[config.mk]
export PLATFORM = sky130hd
export DESIGN_NAME = uart_rx_frame
export DESIGN_NICKNAME = d
export VERILOG_FILES = /design/src/rtl/uart_rx_frame.sv
export SDC_FILE = /design/constraint.sdc
export NUM_CORES = 1
export LEC_CHECK = 0
export ABC_AREA = 1
export ABC_CLOCK_PERIOD_IN_PS = 1500
export BUFFER_PORTS_ARGS = -buffer_cell sky130_fd_sc_hd__buf_2
export CAP_MARGIN = 20
export CORE_MARGIN = 2
export CORE_UTILIZATION = 53
export DETAILED_ROUTE_END_ITERATION = 10
export PLACE_DENSITY = 0.74
export RECOVER_POWER = 25
export SLEW_MARGIN = 40
export SYNTH_ARGS = -nofsm -noshare
export SYNTH_HDL_FRONTEND = slang
export SYNTH_SLANG_ARGS = --single-unit
[constraint.sdc]
create_clock -name i_Clock -period 1.5 [get_ports i_Clock]
set_input_delay 0.225 -clock i_Clock [delete_from_list [all_inputs] [get_ports i_Clock]]
set_output_delay 0.225 -clock i_Clock [all_outputs]
set_load 0.01 [all_outputs]
[src/rtl/uart_rx_frame.sv]
// Parametrised UART receiver: configurable data width, parity and stop bits, with
// false-start rejection, parity/framing flags and break recovery. Optional macro: UART_RX_MAJORITY_EN.
module uart_rx_frame #(
   parameter int CLKS_PER_BIT = 217,
   parameter int DATA_BITS    = 8,
   parameter int PARITY_MODE  = 0,
   parameter int STOP_BITS    = 1
) (
   input  logic                 i_Clock,
   input  logic                 i_Reset,
   input  logic                 i_RX_Serial,
   output logic                 o_RX_DV,
   output logic [DATA_BITS-1:0] o_RX_Byte,
   output logic                 o_Parity_Err,
   output logic                 o_Frame_Err,
   output logic                 o_Busy
);

   localparam int CW  = $clog2(CLKS_PER_BIT);
   localparam int IW  = $clog2(DATA_BITS);
   localparam int MID = (CLKS_PER_BIT - 1) / 2;
   localparam logic [CW-1:0] LAST = CW'(CLKS_PER_BIT - 1);

   typedef enum logic [2:0] {IDLE, START, DATA, PARITY, STOP, WAIT_IDLE} state_e;

   state_e               state_q, state_d;
   logic                 meta_q, sync_q;
   logic [CW-1:0]        cnt_q, cnt_d;
   logic [IW-1:0]        idx_q, idx_d;
   logic                 stop_q, stop_d;
   logic [DATA_BITS-1:0] data_q, data_d;
   logic                 pbit_q, pbit_d;
   logic                 facc_q, facc_d;
   logic                 dv_q, dv_d;
   logic [DATA_BITS-1:0] byte_q, byte_d;
   logic                 perr_q, perr_d;
   logic                 ferr_q, ferr_d;
   logic                 bit_s, tick, par_x, perr_calc;

`ifdef UART_RX_MAJORITY_EN
   localparam int SAMP = MID + 1;
   logic [1:0] hist_q;

   always_ff @(posedge i_Clock or posedge i_Reset) begin
      if (i_Reset) hist_q <= '1;
      else         hist_q <= {hist_q[0], sync_q};
   end

   // hist_q holds the two previous samples, so the decision at MID+1 votes over MID-1..MID+1
   assign bit_s = (hist_q[1] & hist_q[0]) | (hist_q[1] & sync_q) | (hist_q[0] & sync_q);
`else
   localparam int SAMP = MID;
   assign bit_s = sync_q;
`endif

   // START decides at the half-bit point; later states decide one full bit period after the previous decision
   assign tick = (state_q == START) ? (cnt_q == CW'(SAMP)) : (cnt_q == LAST);

   assign par_x     = (^data_q) ^ pbit_q;
   assign perr_calc = (PARITY_MODE == 1) ? par_x : (PARITY_MODE == 2) ? ~par_x : 1'b0;

   always_ff @(posedge i_Clock or posedge i_Reset) begin
      if (i_Reset) begin
         meta_q  <= 1'b1;
         sync_q  <= 1'b1;
         state_q <= IDLE;
         cnt_q   <= '0;
         idx_q   <= '0;
         stop_q  <= 1'b0;
         data_q  <= '0;
         pbit_q  <= 1'b0;
         facc_q  <= 1'b0;
         dv_q    <= 1'b0;
         byte_q  <= '0;
         perr_q  <= 1'b0;
         ferr_q  <= 1'b0;
      end else begin
         meta_q  <= i_RX_Serial;
         sync_q  <= meta_q;
         state_q <= state_d;
         cnt_q   <= cnt_d;
         idx_q   <= idx_d;
         stop_q  <= stop_d;
         data_q  <= data_d;
         pbit_q  <= pbit_d;
         facc_q  <= facc_d;
         dv_q    <= dv_d;
         byte_q  <= byte_d;
         perr_q  <= perr_d;
         ferr_q  <= ferr_d;
      end
   end

   always_comb begin
      state_d = state_q;
      cnt_d   = cnt_q + CW'(1);
      idx_d   = idx_q;
      stop_d  = stop_q;
      data_d  = data_q;
      pbit_d  = pbit_q;
      facc_d  = facc_q;
      dv_d    = 1'b0;
      byte_d  = byte_q;
      perr_d  = perr_q;
      ferr_d  = ferr_q;
      case (state_q)
         IDLE: begin
            cnt_d = '0;
            if (!sync_q) state_d = START;
         end
         START: begin
            if (tick) begin
               cnt_d = '0;
               if (bit_s) begin
                  state_d = IDLE;
               end else begin
                  state_d = DATA;
                  idx_d   = '0;
                  facc_d  = 1'b0;
               end
            end
         end
         DATA: begin
            if (tick) begin
               cnt_d         = '0;
               data_d[idx_q] = bit_s;
               if (idx_q == IW'(DATA_BITS - 1)) begin
                  state_d = (PARITY_MODE != 0) ? PARITY : STOP;
                  stop_d  = 1'b0;
               end else begin
                  idx_d = idx_q + IW'(1);
               end
            end
         end
         PARITY: begin
            if (tick) begin
               cnt_d   = '0;
               pbit_d  = bit_s;
               state_d = STOP;
               stop_d  = 1'b0;
            end
         end
         STOP: begin
            if (tick) begin
               cnt_d = '0;
               if (stop_q == 1'(STOP_BITS - 1)) begin
                  dv_d    = 1'b1;
                  byte_d  = data_q;
                  perr_d  = perr_calc;
                  ferr_d  = facc_q | ~bit_s;
                  state_d = bit_s ? IDLE : WAIT_IDLE;
               end else begin
                  facc_d = facc_q | ~bit_s;
                  stop_d = 1'b1;
               end
            end
         end
         WAIT_IDLE: begin
            if (!sync_q) begin
               cnt_d = '0;
            end else if (cnt_q == LAST) begin
               cnt_d   = '0;
               state_d = IDLE;
            end
         end
         default: begin
            state_d = IDLE;
            cnt_d   = '0;
         end
      endcase
   end

   assign o_RX_DV      = dv_q;
   assign o_RX_Byte    = byte_q;
   assign o_Parity_Err = perr_q;
   assign o_Frame_Err  = ferr_q;
   assign o_Busy       = (state_q != IDLE);

endmodule

==> results.cfg <==
[sta]
finalWorstSetupSlack_ns = -0.121
hold_viol_final = 0
finalSetupViolCount = 32
fin_crit_ns = 1.62
finalCritPeriodShare_pct = 108
tightest_slew_ns = 0.834
clock.fmax_ghz = 0.617
rsz0062_at_grt = yes
relSlewSlack_pct = 44.4
timing.setup.tns_ns = -2.39
slew_viol_final = 0
fin_worst_skew_ns = 0.0107

[critical_path]
crit_type = reg -> reg
r2r_end = o_RX_Byte[5]$_DFFE_PP0P_
cp.required_ns = 1.75
crit_arrival_ns = 1.87
r2r_slack_ns = -0.12
path_cells = inv_1, ha_2, nand2_2, nor2_4, nand3_4, nand2_4, buf_6, nand3_4, nand2_1, nand2_1
cp_num_buf_inv = 2
critPathSlowestCell = dfrtp_1
cp_max_fo = 7
rr_startpoint = cnt_q[1]$_DFF_PP0_
startpoint = cnt_q[1]$_DFF_PP0_
r2r_cells = 10
worstSetupStartpointType = flip-flop
crit_family = simple AND/OR/NAND/NOR gates
endpoint_kind = flip-flop
slowest_delay_ns = 0.39

[grt]
grt_usage_pct = 20.1
grt_start_max_net_pins = 36
grt_pass1_vias = 1430
antenna_found_initial = 0
grt_overflow = 0
grt_pass1_wl_microns = 6280

[cts]
clock-root-buffer = clkbuf_4
clock_latency_ns = 0.34
clkTransAtPathRegs_ns = 0.12
cts_tree = done
clock_path_buffers = 2
numCtsBuffers = 5
h-tree-depth = 2
cts_sinks = 35

[worst_hold_path]
hold_start = meta_q$_DFF_PP1_
holdCritPathClass = reg -> reg
holdPathEnd = bit_s$_DFF_PP1_
min_path_cells = 0

[synth]
yosysTopAreaCellShare_pct = 45.3
ys.warnings.count = 0
syn_area_per_cell_sq_um = 8.28
yosys.area_share.simple_pct = 30.6
synth_top_family_by_area = simple AND/OR/NAND/NOR gates
yosys.area_share.adder_pct = 2.75
seq_area_frac_synth_pct = 48.2
synthXorXnorAreaFrac_pct = 1.92
syn_nets = 227
synth-compound-area-share_pct = 7.42
syn_inst = 220
synth_area_leaders = dfrtp_1, nand2_1, inv_1
synth.distinct_cells = 31
syn_area_sq_um = 1820
synth_top_area_cell = dfrtp_1
synth_seq_cells = 35
synthMuxAreaShare_pct = 0

[status]
status = finished with violations
failed_checks = setup timing

[layout]
syn_to_final_growth_pct = 28.8
diodes = 0
seq_area_sq_um = 878
drive_gt1_share_pct = 33.7
fill_cells = 248
nets = 267
multi_input_area_sq_um = 912

[place]
gp_congestion = 0.862
dp_hpwl_microns = 2350
portBuffers = 13
pre_cts_ws_ns = -0.0575

[pwr]
powerDensity_nw_per_um2 = 733
power.leakage_nw = 1.22
ir_drop_v = 0.000593
fin_total_pwr_w = 0.00172

[route]
first_pass_iters = 6
wl_per_cell_microns = 12.5
drc = 0
finalWirelength_microns = 3850
dr_wl_met3_microns = 110
wl_met2_microns = 1880
vias = 1517
top_layer = met4
vias_per_cell = 4.94
dr.first_iter.drc_count = 74
m1WireLength_microns = 1790
postRouteAntennaNets = 0

[floorplan]
dieArea_sq_um = 3920
start_util_pct = 55.0
row_count = 21
top_level_ports = 15
dieWidth_microns = 62.6
core_sq_um = 3310
die_h_microns = 62.6

[job]
drv_cap = 0
## sequential cells by signal, summed over array words and instances (netlist names), 3 cells and up
register / flops
cnt_q: 8
data_q: 8
idx_q: 3
o_RX_Byte: 8
state_q: 3
## timing repair
item | CTS | global route
gates cloned | 1 | 1
setup buffers | 5 | 3
hold endpoints to repair | 34 | 0
setup endpoints to repair | 29 | 32
resized for setup | 10 | 24
hold buffers | 2 | 0
pin swaps | 2 | 20
## worst max-delay path by stage
stage                               end  cells after the start
2_1_floorplan  o_RX_Byte[4]$_DFFE_PP0P_                     10
3_5_place_dp    o_Frame_Err$_DFFE_PP0P_                      9
5_1_grt           data_q[6]$_DFFE_PP0P_                     10
4_1_cts                          o_Busy                      6
3_3_place_gp   o_RX_Byte[0]$_DFFE_PP0P_                      9
6_report       o_RX_Byte[5]$_DFFE_PP0P_                     10
## cell usage in the layout (no fill, tap or decap), types with 3 or more instances in the layout
cell type,instances
nor2_1,8
nand2_2,7
nand3_2,6
nor2_2,3
nand3_4,7
inv_2,5
nand2_1,58
nand4_1,5
ha_1,3
nor2_4,3
a21oi_1,8
o21ai_2,5
buf_4,17
xor2_1,3
inv_1,26
buf_2,13
dfrtp_1,33
nand3_1,13
clkbuf_4,5
o21ai_1,4
## through the flow
step | utilization, % | hold slack, ns | cell area, sq um | std cells
floorplan | - | 0.229 | 1820 | 220
global placement | 60.8 | 0.332 | 2010 | 287
detailed placement | 60.8 | 0.331 | 2010 | 287
CTS | 66.6 | 0.365 | 2200 | 303
global route | 70.9 | 0.370 | 2350 | 307
finish | 70.9 | 0.362 | 2350 | 307
## logic make-up after synthesis
logic type | Yosys count
adders and majority gates | 4
xor gates and xnor gates | 4
DFF | 35
other | 1
and+or+nand+nor | 117
buffers and inverters | 37
AOI/OAI and AO/OA | 22
## power by group
part	switching [W]	internal [W]
clock network	0.000332	0.000403
registers	0.00000217	0.000948
logic	0.0000260	0.00000886
total	0.000360	0.00136
## final cells by class
cell class / count / share of cell area (%)
inverter: 32 / 5.23
clock inverter: 2 / 1.65
timing repair buffer: 37 / 12.2
multi-input combinational: 149 / 38.9
sequential: 35 / 37.4
tap: 46 / 2.45
clock buffer: 6 / 2.19
## routing by layer
layer / track usage [%] / vias to the layer above
met5: 0 / -
li1: - / 774
met1: 27.5 / 708
met4: 6.11 / 0
met2: 31.5 / 28
met3: 5.59 / 7
## worst reg2reg max path, stage by stage, from the launching register on
cell	delay (ns)
dfrtp_1	0.39
inv_1	0.08
ha_2	0.21
nand2_2	0.07
nor2_4	0.14
nand3_4	0.10
nand2_4	0.15
buf_6	0.12
nand3_4	0.12
nand2_1	0.10
nand2_1	0.04
## synthesized netlist by cell type
| library cell | number |
|---|---|
| nand2_1 | 65 |
| nand4_1 | 5 |
| ha_1 | 4 |
| buf_6 | 2 |
| or2_1 | 1 |
| a21boi_1 | 1 |
| nand3_4 | 3 |
| o22ai_1 | 1 |
| nand3_2 | 1 |
| nor3_1 | 3 |
| inv_1 | 29 |
| o21ai_1 | 4 |
| inv_2 | 3 |
| nor3_2 | 1 |
| buf_4 | 2 |
| nand2_4 | 1 |
| or2_2 | 1 |
| xnor2_1 | 1 |
| dfstp_2 | 2 |
| nor2_2 | 3 |
| o21ai_0 | 2 |
| conb_1 | 1 |
| xor2_1 | 3 |
| o21ai_2 | 5 |
| dfrtp_1 | 33 |
| nand3_1 | 21 |
| clkbuf_1 | 1 |
| nor2_1 | 11 |
| a21boi_0 | 1 |
| and2_1 | 1 |
| a21oi_1 | 8 |
No activity file was read; power rests on OpenSTA's default activity.
